$ cat config.mk
export PLATFORM = sky130hd
export DESIGN_NAME = fifo_burst_packer
export DESIGN_NICKNAME = d
export VERILOG_FILES = /design/src/rtl/fifo_burst_packer_pkg.sv /design/src/rtl/fifo_burst_packer.sv
export SDC_FILE = /design/constraint.sdc
export NUM_CORES = 1
export LEC_CHECK = 0
export CAP_MARGIN = 10
export CORE_MARGIN = 1
export CORE_UTILIZATION = 32
export DETAILED_ROUTE_END_ITERATION = 6
export GPL_TIMING_DRIVEN = 0
export PLACE_DENSITY = 0.66
export SLEW_MARGIN = 20
export SYNTH_ARGS = -nofsm -noshare
export SYNTH_HDL_FRONTEND = slang
export SYNTH_SLANG_ARGS = --single-unit
$ cat constraint.sdc
create_clock -name clk -period 3.1 [get_ports clk]
set_input_delay 0.62 -clock clk [delete_from_list [all_inputs] [get_ports clk]]
set_output_delay 0.62 -clock clk [all_outputs]
set_load 0.005 [all_outputs]
$ cat src/rtl/fifo_burst_packer_pkg.sv
// Shared types and width helpers for the burst packer.
// State encoding plus in_count/out_len width derivation.
package fifo_burst_packer_pkg;

  typedef enum logic {
    IDLE  = 1'b0,
    BURST = 1'b1
  } state_t;

  function automatic int cw_of(input int depth);
    return $clog2(depth) + 1;
  endfunction

  function automatic int lw_of(input int blen);
    return $clog2(blen) + 1;
  endfunction

endpackage

$ cat src/rtl/fifo_burst_packer.sv
// Packs beats from an upstream FIFO into framed bursts with first/last/len.
// Define BURST_TIMEOUT_EN to force partial bursts after TIMEOUT idle cycles.
module fifo_burst_packer
  import fifo_burst_packer_pkg::*;
#(
  parameter int DATA_WIDTH = 8,
  parameter int FIFO_DEPTH = 256,
  parameter int BURST_LEN  = 16,
  parameter int TIMEOUT    = 64,
  localparam int CW = cw_of(FIFO_DEPTH),
  localparam int LW = lw_of(BURST_LEN)
) (
  input  logic                  clk,
  input  logic                  rst,
  input  logic                  clear,
  input  logic [DATA_WIDTH-1:0] in_data,
  input  logic                  in_valid,
  output logic                  in_ready,
  input  logic [CW-1:0]         in_count,
  input  logic                  flush,
  output logic [DATA_WIDTH-1:0] out_data,
  output logic                  out_valid,
  input  logic                  out_ready,
  output logic                  out_first,
  output logic                  out_last,
  output logic [LW-1:0]         out_len,
  output logic                  busy
);

  state_t        r_state;
  logic [LW-1:0] r_len;
  logic [LW-1:0] r_acc;
  logic          r_flush_pend;

  logic w_rst;
  logic w_idle;
  logic w_accept;
  logic w_out_fire;
  logic w_full;
  logic w_part;
  logic w_tmo;
  logic w_start_part;
  logic w_pend_clr;

  assign w_rst      = rst | clear;
  assign w_idle     = (r_state == IDLE);
  assign w_accept   = in_valid & in_ready;
  assign w_out_fire = out_valid & out_ready;
  assign w_full     = (in_count >= CW'(BURST_LEN));
  assign w_part     = (in_count != '0) && !w_full;

  assign w_start_part = w_idle && w_part && (r_flush_pend || w_tmo);
  assign w_pend_clr   = w_start_part || (w_idle && in_count == '0);

  assign in_ready = (r_state == BURST) && (r_acc < r_len)
                    && (!out_valid || out_ready);
  assign busy     = (r_state == BURST);

`ifdef BURST_TIMEOUT_EN
  localparam int TW = $clog2(TIMEOUT) + 1;
  logic [TW-1:0] r_timer;

  assign w_tmo = w_idle && w_part && (r_timer == TW'(TIMEOUT - 1));

  // Counts only while a partial burst is waiting and nothing starts it.
  always_ff @(posedge clk) begin
    if (w_rst) begin
      r_timer <= '0;
    end else if (w_idle && w_part && !w_start_part) begin
      r_timer <= r_timer + TW'(1);
    end else begin
      r_timer <= '0;
    end
  end
`else
  assign w_tmo = 1'b0;
`endif

  always_ff @(posedge clk) begin
    if (w_rst) begin
      r_state      <= IDLE;
      r_len        <= '0;
      r_acc        <= '0;
      r_flush_pend <= 1'b0;
      out_data     <= '0;
      out_valid    <= 1'b0;
      out_first    <= 1'b0;
      out_last     <= 1'b0;
      out_len      <= '0;
    end else begin
      // A new flush outranks a same-cycle clear of the pending flag.
      r_flush_pend <= flush | (r_flush_pend & ~w_pend_clr);
      unique case (r_state)
        IDLE: begin
          if (w_full) begin
            r_state <= BURST;
            r_len   <= LW'(BURST_LEN);
            out_len <= LW'(BURST_LEN);
            r_acc   <= '0;
          end else if (w_start_part) begin
            r_state <= BURST;
            r_len   <= LW'(in_count);
            out_len <= LW'(in_count);
            r_acc   <= '0;
          end
        end
        BURST: begin
          if (w_accept) begin
            out_data  <= in_data;
            out_valid <= 1'b1;
            out_first <= (r_acc == '0);
            out_last  <= (r_acc == r_len - LW'(1));
            r_acc     <= r_acc + LW'(1);
          end else if (w_out_fire) begin
            out_valid <= 1'b0;
          end
          if (w_out_fire && out_last) begin
            r_state <= IDLE;
          end
        end
      endcase
    end
  end

endmodule

==> impl_metrics.json <==
{
  "status": "completed",
  "area_growth_syn_to_layout_pct": 39.8,
  "ys.flop_type": "dfxtp_1",
  "grt_pass1_vias": 1244,
  "layout_commonest_cell": "clkdlybuf4s50_1",
  "clock_latency_ns": 0.27,
  "dieHeight_um": 64.8,
  "synth_cell_types": 39,
  "io_pins": 41,
  "clock_skew_ns": 0.00101,
  "drc": 0,
  "end_kind": "output pin",
  "gr-total-overflow": 0,
  "slew_headroom_pct": 66.2,
  "rr_worst_depth": 6,
  "post-route-util_pct": 47.5,
  "hold_class": "reg -> reg",
  "numPortBuffers": 40,
  "start_kind": "flip-flop",
  "ant_nets": 0,
  "max_cap_viol_count": 0,
  "grt_max_degree": 14,
  "ys_warn_count": 0,
  "pwr-share-comb_pct": 14.1,
  "worst_r2r_endpoint": "r_acc[4]",
  "track_usage_pct": 17.6,
  "drive_above_1_share_pct": 7.45,
  "cts_tree": "built",
  "globalplace.congestion": 0.860,
  "grt_pass1_wl_um": 5770,
  "clockBufferDepth": 2,
  "n_antenna_cell": 0,
  "tightest_slew_ns": 0.502,
  "internal-power_w": 0.000431,
  "numCtsBuffers": 3,
  "timing.hold.ws_ns": 0.477,
  "power_density_mw_per_mm2": 323,
  "syn_inst": 145,
  "syn_area_per_cell_um2": 8.72,
  "max-vdd-ir-drop_mv": 0.157,
  "timing.final.crit_share_pct": 90.4,
  "fillerInstances": 366,
  "ctsResizeCount": 0,
  "synth_nets": 176,
  "async_flop_share_pct": 0,
  "reg2reg_slack_ns": 1.01,
  "hold_buffers": 0,
  "critPathArrivalTime_ns": 2.18,
  "htree_levels": 1,
  "start_util_pct": 34.0,
  "fin_nets": 220,
  "num_vias": 1263,
  "setup_tns_ns": 0,
  "finalMaxSlewViolations": 0,
  "hold_viol": 0,
  "netlist_area_mm2": 0.00126,
  "switching_share_pct": 24.5,
  "power_leakage_nw": 0.560,
  "hpwl_um": 2530,
  "rsz0062_at_grt": "false",
  "multi_input_area_um2": 734,
  "finalSetupViolCount": 0,
  "min_period_ns": 2.80,
  "antenna_found_initial": 0,
  "synth_edf_count": 0,
  "min_to": "out_first",
  "rr_startpoint": "r_len[1]",
  "wl_per_cell_um": 14.2,
  "most-common-layout-cells": "clkdlybuf4s50_1 (40), dfxtp_1 (23), nand3_1 (14)",
  "fmax_mhz": 357,
  "pwr-share-seq_pct": 52.8,
  "cts_setup_buffers": 0,
  "vias_per_cell": 5.35,
  "min_path_cells": 2,
  "cts_root_buffer": "clkbuf_8",
  "cts_sinks": 23,
  "path_clk_slew_ns": 0.08,
  "wirelength_um": 3360,
  "dr.pass1.iters": 4,
  "ys_seq_area_share_pct": 36.4,
  "hold_path_startpoint": "out_first",
  "ys_seq_elements": 23,
  "clockPowerShare_pct": 33.1,
  "dieArea_mm2": 0.00420,
  "die_w_um": 64.8,
  "core_area_mm2": 0.00372,
  "seqCellArea_um2": 460,
  "detail_route.iter0.violations": 35,
  "worstPathMaxFanout": 18,
  "rows": 22,
  "worst-setup-path-type": "reg -> out",
  "power_switching_w": 0.000140,
  "cp.required_ns": 2.48
}
-- worst max path at each step --
stage / slack [ns] / from / endpoint / cells past startpoint
after global routing: 0.17 / r_len[1] / in_ready / 6
after global placement: 0.39 / r_len[1] / in_ready / 7
final: 0.30 / r_len[1] / in_ready / 6
after detailed placement: 0.35 / r_len[1] / in_ready / 7
after floorplan: 1.00 / r_len[1] / in_ready / 6
after CTS: 0.05 / r_len[1] / in_ready / 7
-- cells in the mapped netlist (2+ instances only) --
cell type  count  area share (%)
dfxtp_1       23              36
nand3_1       14             5.5
a21oi_1       13             5.1
nor2_1         9             2.7
o21ai_1        9             3.6
ha_1           8             7.9
inv_1          7             2.1
clkbuf_1       6             1.8
nand2_1        5             1.5
xnor2_1        5             3.5
a22oi_1        4             2.4
a31oi_1        4             2.0
o211ai_1       4             2.4
nand4_1        3             1.5
or3_1          3             1.5
or4_1          3             1.8
buf_4          2             1.2
nor3_1         2            0.79
-- per-stage QoR --
stage	area (um^2)	power, W	setup WS, ns	instances
final	1770	0.000570	0.298	236
after global routing	1770	0.000600	0.173	236
after CTS	1770	0.000576	0.0471	237
after detailed placement	1720	0.000389	0.353	233
after global placement	1720	0.000386	0.390	233
after floorplan	1260	0.000342	1.00	145
-- power by group through the flow --
stage / clock network, W / registers [W] / logic (W)
after global routing: 0.000210 / 0.000302 / 0.0000874
after CTS: 0.000194 / 0.000301 / 0.0000810
after global placement: 0 / 0.000308 / 0.0000785
after floorplan: 0 / 0.000308 / 0.0000340
final: 0.000189 / 0.000301 / 0.0000802
after detailed placement: 0 / 0.000308 / 0.0000805
-- kinds of logic (layout without fill, tap and decap cells) --
kind of cell	Yosys count	count (layout)	synth area share [%]
fa+ha+maj	8	8	7.92
flops	23	23	36.4
simple gates	48	48	22.5
xor+xnor	6	6	4.16
buf+inv	16	59	5.45
compound gates	44	44	23.6
-- flip-flops by register name, indices dropped and copies added, names as in the netlist --
name / flops
out_data: 8
out_last: 1
r_flush_pend: 1
r_acc: 5
out_valid: 1
r_len: 5
out_first: 1
busy: 1
-- worst max-delay path, stage by stage, from the launching register on --
cell             delay [ns]
dfxtp_1                0.39
inv_1                  0.09
ha_1                   0.28
nor2b_1                0.15
o31a_4                 0.37
nor2_1                 0.13
clkdlybuf4s50_1        0.50
-- cell type report --
cell class                      instances  area share, %
Clock inverter                          1          0.283
Timing Repair Buffer                   40           22.7
Multi-Input combinational cell        106           41.6
Inverter                                7           1.49
Sequential cell                        23           26.1
Clock buffer                            3           2.34
Tap cell                               48           3.40
Buffer                                  8           2.20
-- metal layers --
| metal | up-vias | wire length, um | share of wire [%] | track usage, % |
|---|---|---|---|---|
| met5 | - | 0 | 0 | 0 |
| met4 | 0 | 75 | 2.2 | 8.61 |
| met3 | 7 | 108 | 3.2 | 1.76 |
| met2 | 36 | 1630 | 48 | 29.0 |
| met1 | 595 | 1550 | 46 | 22.6 |
| li1 | 625 | - | - | - |
(Power assumes the default switching activity.)
==> edit 1: new RTL, same flow settings <==
The parameter `FIFO_DEPTH` goes from 256 to 128.
--- a/src/rtl/fifo_burst_packer.sv
+++ b/src/rtl/fifo_burst_packer.sv
@@ -5,5 +5,5 @@
 #(
   parameter int DATA_WIDTH = 8,
-  parameter int FIFO_DEPTH = 256,
+  parameter int FIFO_DEPTH = 128,
   parameter int BURST_LEN  = 16,
   parameter int TIMEOUT    = 64,
Interface: changed (resized in_count); port bits go from 41 to 40. The function was not compared with the original's and may differ.
==> edit 1 against the unedited design <==
- sequential share of layout area increased by 1.3 points
- final area decreased by 4.8%
- area after synthesis is 6.2% lower
- synthesized cell count fell by 2.8%
- worst hold slack worse by 15 ps
- total power down 2.2%
- critical path type is now in2out
- critical endpoint unchanged
- global-route usage down 0.12 points
- setup slack lost 180 ps
- sequential cell count unchanged
- critical path depth decreased by 1
- routed wire length is 11% lower
==> edit 1: results <==
[status]
status = complete, no violations

[place]
dp_hpwl_um = 2400
post-place-ws_ps = 112
place_congestion = 0.798

[finish]
multi_input_comb_cells = 104
n_all_buffers = 44
seq_cells = 23
final-clk-cell-share = 0.0290
drive_gt1_frac = 0.0543
buf_share = 0.244
multi_input_area_share = 0.399

[hold_path]
holdCritStartpoint = out_data[5]

[route]
wl_met1_um = 1300
dr_wl_met3_um = 118
vias_per_cell = 5.04
dr.pass1.iters = 5
drt-total-wl_um = 2990
drt_iter0_drc = 59

[worst_setup_path]
slowest_delay_ps = 550
rr_startpoint = r_len[4]
critPathLaunch = out_ready
rrSetupSlack_ps = 860
cp_max_fo = 3

[yosys]
ys_top_cells_by_area = dfxtp_1 39%, ha_1 8.4%, nand2_1 7.0%
synth_cells = 141
ys_seq_area_frac = 0.389
ys_top_cells_by_count = 23 x dfxtp_1, 22 x nand2_1, 15 x a21oi_1

[global_route]
met1_usage = 0.214
use_met3 = 0.0383
grt_pass1_wl_um = 5440
grt_start_max_net_pins = 15
grt_util_met2 = 0.303

[timing]
period_share = 0.962
tightestPinTransition_ps = 571

[floorplan]
core_area_sq_um = 3440

[power]
leakage_nw = 0.561
p_switching_uw = 132
[edit 1: changes by cell type after synthesis, sizes merged, moves of 3 or more]
cell	delta
xnor2	-4
o21ai	-7
o211ai	-3
nand2	+17
or3	-3
[edit 1: power groups by stage]
| stage | combinational (mW) | clock (mW) | sequential, mW |
|---|---|---|---|
| floorplan | 0.0235 | 0 | 0.308 |
| global placement | 0.0617 | 0 | 0.309 |
| detailed placement | 0.0634 | 0 | 0.309 |
| CTS | 0.0636 | 0.199 | 0.302 |
| global route | 0.0693 | 0.207 | 0.303 |
| finish | 0.0635 | 0.192 | 0.302 |
[edit 1: logic make-up after synthesis]
group,count (synthesis),synth area share
buffers and inverters,14,0.0454
flip-flops,23,0.389
adder cells (fa/ha/maj),8,0.0845
XOR/XNOR,3,0.0222
AND/OR/NAND/NOR,61,0.275
AO/OA/AOI/OAI,32,0.185
[edit 1: worst min-delay path, stage by stage, from the launching register on]
cell and delay (ps):
dfxtp_1 320, nand2_1 50, a21oi_1 50
==> edit 2: new RTL, same settings <==
Without the edit above. Build with the macro `BURST_TIMEOUT_EN` defined.
--- a/src/rtl/fifo_burst_packer.sv
+++ b/src/rtl/fifo_burst_packer.sv
@@ -1,4 +1,6 @@
 // Packs beats from an upstream FIFO into framed bursts with first/last/len.
 // Define BURST_TIMEOUT_EN to force partial bursts after TIMEOUT idle cycles.
+`define BURST_TIMEOUT_EN
+
 module fifo_burst_packer
   import fifo_burst_packer_pkg::*;
Function: no difference found for any inputs over 10 cycles, from zero or initial values; that may be too few to reach the edited logic, so the function may still have changed.
==> edit 2 against the unedited design <==
- final area is 16% higher
- sequential cell count grew 7
- largest power group unchanged
- area after synthesis up 17%
- count of clock-buffer cells in the layout is 2 higher
- non-clock buffer count decreased by 3
- clock power up 100%
- setup slack improved by 25 ps
- total power up 47%
- routed wire length shrank 8.1%
==> edit 2: results <==
[worst_setup_path]
rr_worst_depth = 8
cp_max_fo = 3
r2r_end = out_data[7]
rrSetupSlack_ps = 940
critPathArrivalTime_ps = 2160

[global_route]
grt_start_max_net_pins = 11
first_global_vias = 1188

[yosys]
synth-main-ff-cell = dfxtp_1
ys_top_cells_by_count = 30 x dfxtp_1, 14 x nor2_1, 12 x a21oi_1, 12 x nand3_1, 11 x nand2_1
ys_seq_area_frac = 0.407
synth_fp_nets = 196
ys_types = 37
ys_top_cells_by_area = dfxtp_1 41%, ha_1 7.6%, mux2i_1 6.1%
synth_cells = 164

[finish]
drive_gt1_frac = 0.0991
reg_top3 = out_data: 8 flops, r_timer: 7 flops
fill_cells = 429
fin_nets = 243

[route]
vias_per_cell = 4.82
drt_iter0_drc = 69
avgRoutedWirePerCell_um = 11.7

[clocking]
cts_max_level = 2
clk_pin_slew_worst_paths_ps = 60
numCtsBuffers = 5

[timing]
whs_ps = 449
fin_skew_ps = 8.41
slew_headroom = 0.600

[place]
io_buffers = 40
place_congestion = 0.780
dp.cells = 256
dpl_cell_area_sq_um = 1940
dp_hpwl_um = 2350
post-place-ws_ps = 331

[hold_path]
hold-path-endpoint = r_timer[0]
worstHoldPathCells = 1
holdCritStartpoint = r_timer[0]

[power]
leakage_nw = 0.766
peakVddDrop_mv = 0.194

[status]
status = complete, no violations
edit 2: layer usage:
metal | vias to the layer above | GRT usage | wire (um)
li1 | 670 | - | -
met1 | 567 | 0.165 | 1470
met2 | 29 | 0.210 | 1380
met3 | 6 | 0.0476 | 165
met4 | 0 | 0.0800 | 77
met5 | - | 0 | 0
edit 2: worst max path at each step:
stage	slack, ps	cells after the start	endpoint	startpoint
finish	320	6	in_ready	out_ready
global route	260	6	in_ready	out_ready
CTS	330	6	in_ready	out_ready
global placement	330	6	in_ready	out_ready
floorplan	850	5	r_timer[6]	in_count[8]
detailed placement	330	6	in_ready	out_ready
edit 2: logic make-up after synthesis:
kind of cell,Yosys count,synth area share
DFF,30,0.407
xor gates and xnor gates,12,0.0712
buffers and inverters,14,0.0407
AOI/OAI and AO/OA,22,0.0966
adders and majority gates,9,0.0763
muxes,9,0.0610
and+or+nand+nor,68,0.247
edit 2: area by class of cell:
class                      instances  area (sq um)  area share
multi-input combinational        120           816       0.398
clock buffer                       5          68.8      0.0336
tap                               52          65.1      0.0317
sequential                        30           601       0.293
timing repair buffer              40           400       0.195
inverter                           9          33.8      0.0165
buffer                             5          26.3      0.0128
clock inverter                     3          40.0      0.0195
edit 2: critical path, cell delays in order:
cell             delay, ps
clkdlybuf4s50_1        500
nor2b_1                 60
nor3b_1                300
nand2_1                 90
nor2_1                  90
clkdlybuf4s50_1        500
edit 2: power breakdown:
part           switching [mW]  internal (mW)
clock network           0.149          0.236
registers             0.00320          0.388
logic                  0.0236         0.0380
total                   0.176          0.663
